<file path="config.mk">
export PLATFORM = sky130hd
export DESIGN_NAME = serial_neg_deser
export DESIGN_NICKNAME = d
export VERILOG_FILES = /design/src/rtl/sneg_pkg.sv /design/src/rtl/sneg_bit_core.sv /design/src/rtl/serial_neg_deser.sv
export SDC_FILE = /design/constraint.sdc
export NUM_CORES = 1
export LEC_CHECK = 0
export ABC_AREA = 0
export CELL_PAD_IN_SITES_DETAIL_PLACEMENT = 0
export CELL_PAD_IN_SITES_GLOBAL_PLACEMENT = 1
export CORE_MARGIN = 8
export CORE_UTILIZATION = 35
export CTS_CLUSTER_SIZE = 25
export DETAILED_ROUTE_END_ITERATION = 10
export PLACE_DENSITY_LB_ADDON = 0.05
export REMOVE_ABC_BUFFERS = 1
export SLEW_MARGIN = 0
export SYNTH_ARGS = -nofsm -noshare
export SYNTH_HDL_FRONTEND = slang
export SYNTH_SLANG_ARGS = --single-unit
</file>
<file path="constraint.sdc">
create_clock -name t_clk -period 4.45 [get_ports t_clk]
set_input_delay 1.1125 -clock t_clk [delete_from_list [all_inputs] [get_ports t_clk]]
set_output_delay 1.1125 -clock t_clk [all_outputs]
set_load 0.01 [all_outputs]
</file>
<file path="src/rtl/sneg_pkg.sv">
// Shared types and helpers for the serial negation link.
package sneg_pkg;

  localparam int unsigned SNEG_DEFAULT_W = 8;

  typedef enum logic [1:0] {
    IDLE  = 2'd0,
    SHIFT = 2'd1,
    PAR   = 2'd2,
    DONE  = 2'd3
  } sneg_state_e;

  // Most negative W-bit word (1 followed by zeros); its negation overflows.
  function automatic logic [31:0] sneg_min_val(input int unsigned w);
    return 32'(1) << (w - 1);
  endfunction

endpackage

</file>
<file path="src/rtl/sneg_bit_core.sv">
// Serial two's-complement negation cell: pass bits up to and including the
// first 1, invert everything after it. Shared by both ends of the link.
module sneg_bit_core (
  input  logic t_clk,
  input  logic r,
  input  logic clr,
  input  logic en,
  input  logic i,
  output logic y
);

  logic seen_one;

  // clr marks bit 0, so an earlier frame's history must not invert it
  assign y = (seen_one && !clr) ? ~i : i;

  always_ff @(posedge t_clk or posedge r) begin
    if (r) begin
      seen_one <= 1'b0;
    end else if (en) begin
      if (clr) begin
        seen_one <= i;
      end else if (i) begin
        seen_one <= 1'b1;
      end
    end
  end

endmodule

</file>
<file path="src/rtl/serial_neg_deser.sv">
// Serial negation receiver: restores an LSB-first negated stream and
// deserialises it into a W-bit word. Define SNEG_PARITY_EN for a trailing
// even-parity bit per frame and the par_err output.
module serial_neg_deser
  import sneg_pkg::*;
#(
  parameter int unsigned W = SNEG_DEFAULT_W
) (
  input  logic         t_clk,
  input  logic         r,
  input  logic         i,
  input  logic         bv,
  input  logic         sof,
  output logic [W-1:0] data_out,
  output logic         data_valid,
  output logic         ovf,
  output logic         frame_err,
`ifdef SNEG_PARITY_EN
  output logic         par_err,
`endif
  output logic         busy
);

  localparam int unsigned CW = $clog2(W + 1);
  localparam logic [W-1:0] MIN_VAL = W'(sneg_min_val(W));

  sneg_state_e   state, state_n;
  logic [CW-1:0] count, count_n;
  logic [W-2:0]  sreg, sreg_n;
  logic [W-1:0]  word;
  logic [W-1:0]  data_out_n;
  logic          data_valid_n, ovf_n, frame_err_n, busy_n;
  logic          core_en, y;
`ifdef SNEG_PARITY_EN
  logic [W-1:0]  pend, pend_n;
  logic          par, par_n, par_err_n;
`endif

  // Only bits that belong to a frame advance the negation history
  assign core_en = bv && (sof || (state == SHIFT));

  sneg_bit_core u_core (
    .t_clk (t_clk),
    .r     (r),
    .clr   (sof),
    .en    (core_en),
    .i     (i),
    .y     (y)
  );

  assign word = {y, sreg};

  always_comb begin
    state_n      = state;
    count_n      = count;
    sreg_n       = sreg;
    data_out_n   = data_out;
    ovf_n        = ovf;
    data_valid_n = 1'b0;
    frame_err_n  = 1'b0;
`ifdef SNEG_PARITY_EN
    pend_n       = pend;
    par_n        = par;
    par_err_n    = par_err;
`endif

    if (bv && sof) begin
      // sof always restarts; inside a frame it also aborts the partial one
      frame_err_n = (state == SHIFT) || (state == PAR);
      state_n     = SHIFT;
      count_n     = CW'(1);
      sreg_n      = word[W-1:1];
`ifdef SNEG_PARITY_EN
      par_n       = i;
`endif
    end else begin
      case (state)
        IDLE, DONE: begin
          state_n = IDLE;
        end
        SHIFT: begin
          if (bv) begin
            sreg_n = word[W-1:1];
`ifdef SNEG_PARITY_EN
            par_n  = par ^ i;
`endif
            if (count == CW'(W - 1)) begin
              count_n = CW'(W);
`ifdef SNEG_PARITY_EN
              state_n = PAR;
              pend_n  = word;
`else
              state_n      = DONE;
              data_out_n   = word;
              ovf_n        = (word == MIN_VAL);
              data_valid_n = 1'b1;
`endif
            end else begin
              count_n = count + CW'(1);
            end
          end
        end
        PAR: begin
`ifdef SNEG_PARITY_EN
          if (bv) begin
            state_n      = DONE;
            data_out_n   = pend;
            ovf_n        = (pend == MIN_VAL);
            par_err_n    = par ^ i;
            data_valid_n = 1'b1;
          end
`else
          state_n = IDLE;
`endif
        end
        default: begin
          state_n = IDLE;
        end
      endcase
    end

    busy_n = (state_n == SHIFT) || (state_n == PAR);
  end

  always_ff @(posedge t_clk or posedge r) begin
    if (r) begin
      state      <= IDLE;
      count      <= '0;
      sreg       <= '0;
      data_out   <= '0;
      data_valid <= 1'b0;
      ovf        <= 1'b0;
      frame_err  <= 1'b0;
      busy       <= 1'b0;
    end else begin
      state      <= state_n;
      count      <= count_n;
      sreg       <= sreg_n;
      data_out   <= data_out_n;
      data_valid <= data_valid_n;
      ovf        <= ovf_n;
      frame_err  <= frame_err_n;
      busy       <= busy_n;
    end
  end

`ifdef SNEG_PARITY_EN
  // Parity datapath: raw-bit accumulator and the word held across the PAR bit
  always_ff @(posedge t_clk or posedge r) begin
    if (r) begin
      pend    <= '0;
      par     <= 1'b0;
      par_err <= 1'b0;
    end else begin
      pend    <= pend_n;
      par     <= par_n;
      par_err <= par_err_n;
    end
  end
`endif

endmodule
</file>
==> qor.csv <==
metric;value;unit
status;finished, final reports clean;
CP top delay family;buffers and inverters;
Worst EP arrival;1.26;ns
Mapped Cells;92;
utilization after layout;0.460;
most frequent cells in the layout;26 x dfrtp_1, 16 x clkdlybuf4s50_1, 11 x o21ai_0, 9 x nand2_1, 7 x mux2_4;
Fmax;422;MHz
vias per inst;4.74;
CTS HTree Levels;1;
Area Growth Syn to Fin;23.6;%
clock sink total;26;
total CTS buffers;3;
# diodes;0;
initial antenna violation count;0;
buffers inserted by post-CTS timing repair;0;
largest net degree at the start of global routing;27;
hold path start;u_core.seen_one;
Crit Path Max Fanout;2;
clk root buf;clkbuf_4;
Worst-Skew Late Latency;0.32;ns
PortBufs;16;
Setup CP Type;reg2out;
DRT Pass-1 Iters;4;
die area;5360;µm²
I/O pin count;17;
CP Launch Point;data_out[5];
wire length of the first global-routing pass;3640;µm
GPL Wtd Cong;0.692;
average instance area after synthesis;12.5;µm²
Slowest-stage cell, CP;clkdlybuf4s50_1;
NumNets Final;121;
post-route setup TNS;0;ns
Seq/Total Area, Yosys;0.568;
post-CTS sizing;0;
HP Class;reg2reg;
relative slew slack;0.351;
critical-path cell list;clkdlybuf4s50_1;
commonest non-fill, non-tap cell in the layout;dfrtp_1;
DR vias;740;
Die Height;73.2;µm
Total GRT Usage;0.0891;
RSZ-0062 raised after global routing;no;
post-route cell area;1420;µm²
Unique masters post-synth;26;
DP Wirelength;1540;µm
fill count;306;
Placed Area;1360;µm²
worst r2r src;state[1];
synthesized flop and latch total;26;
TritonCTS clock tree;yes;
Tcrit/Tclk final;0.532;
critical path buffer and inverter count;1;
Final Max Tran Viols;0;
CP Capture Type;output port;
final setup fails;0;
MaxCap Viol Count;0;
DRC Markers;0;
P_leak;0.000665;µW
total global routing overflow;0;
Period minus WS final;2.37;ns
Core ar.;3080;µm²
vias in the first global route;769;
DIE WIDTH;73.2;µm
Hold WS;0.505;ns
Clock transition at path regs;0.14;ns
Detail Route Antenna Nets;0;
row count;20;
drt initial violations;39;
initial core utilization;0.372;
Worst EP required;3.34;ns
critical path startpoint category;flop;
layout cell share with drive strength beyond 1;0.214;
clk buf depth;2;
Detailed Route WL;2130;µm
CTS Hold Bufs;0;
Pwr Density;395;nW/µm²
final-report hold violation count;0;
Mapped Area;1150;µm²
wire per inst;13.6;µm
maximum VDD drop;0.000148;V
Ys Warns;0;
Worst path max stage delay;0.55;ns
Worst Tran Pin Value;0.973;ns
Clock Skew;0.00675;ns
power breakdown:
part | switching (µW) | leakage (µW) | internal [µW]
logic | 37.6 | 0.000295 | 53.8
registers | 33.1 | 0.000342 | 274
clock network | 70.1 | 0.0000279 | 91.1
total | 141 | 0.000665 | 419
stage by stage:
stage / instances / power, µW / setup slack [ns]
2_1_floorplan: 91 / 368 / 2.09
3_3_place_gp: 152 / 403 / 1.86
3_5_place_dp: 152 / 406 / 1.82
4_1_cts: 156 / 569 / 2.06
5_1_grt: 156 / 593 / 2.00
6_report: 156 / 559 / 2.08
state kept, by name, summed over array words and instances (netlist names):
| signal | flops |
|---|---|
| count | 4 |
| data_out | 8 |
| ovf | 1 |
| data_valid | 1 |
| sreg | 7 |
| busy | 1 |
| u_core.seen_one | 1 |
| state | 2 |
| frame_err | 1 |
tightest hold or removal path, delay by kind of cell (launching register included):
kind	cells	cell delay [ns]
flops	1	0.37
compound gates	1	0.06
simple gates	1	0.05
kinds of logic after synthesis:
logic type,share of synthesized area
muxes,0.151
DFF,0.568
AOI/OAI and AO/OA,0.100
buffers and inverters,0.0284
and+or+nand+nor,0.105
xor gates and xnor gates,0.0153
adders and majority gates,0.0328
path summary, 6_finish.rpt:
path,end,slack (ns),cells after the start
worst max-delay path,data_out[5],2.08,1
worst min-delay path,u_core.seen_one,0.50,2
max in group asynchronous,count[1],2.55,2
worst min register to register,u_core.seen_one,0.50,2
min in group asynchronous,data_out[0],1.30,2
worst max register to register,data_out[6],2.78,6
final cells by class:
cell class                 instances  area [µm²]  share of cell area
sequential                        26         651               0.459
multi-input combinational         59         463               0.327
timing repair buffer              17         168               0.118
inverter                           6        27.5              0.0194
clock buffer                       3        22.5              0.0159
tap                               44        55.1              0.0389
clock inverter                     1        30.0              0.0212
metal layers:
layer,wire length (µm),up-vias,global-route usage
met5,0,-,0
met4,47,0,0.0533
met3,153,5,0.0343
met2,853,15,0.120
met1,1070,358,0.116
li1,-,362,-
cell usage after synthesis:
| master | n | share of area |
|---|---|---|
| and2b_2 | 1 | 0.0076 |
| xnor2_1 | 1 | 0.0076 |
| mux2_4 | 7 | 0.092 |
| nor4_1 | 1 | 0.0055 |
| and3b_2 | 2 | 0.017 |
| nand3b_1 | 2 | 0.013 |
| a31oi_1 | 2 | 0.011 |
| mux2_2 | 6 | 0.059 |
| o31ai_1 | 1 | 0.0066 |
| buf_2 | 1 | 0.0044 |
| and3_1 | 1 | 0.0055 |
| ha_1 | 3 | 0.033 |
| nand2_1 | 9 | 0.029 |
| nor3_1 | 1 | 0.0044 |
| o21ai_0 | 11 | 0.048 |
| a22o_2 | 1 | 0.0087 |
| o211ai_1 | 1 | 0.0066 |
| dfrtp_1 | 26 | 0.57 |
| nor2_1 | 2 | 0.0066 |
| xor2_1 | 1 | 0.0076 |
| a21oi_1 | 3 | 0.013 |
| inv_6 | 1 | 0.0076 |
| a21o_1 | 1 | 0.0066 |
| nand4_1 | 1 | 0.0055 |
| inv_1 | 5 | 0.016 |
| nand2_4 | 1 | 0.0098 |
No activity file was read; power rests on OpenSTA's default activity.
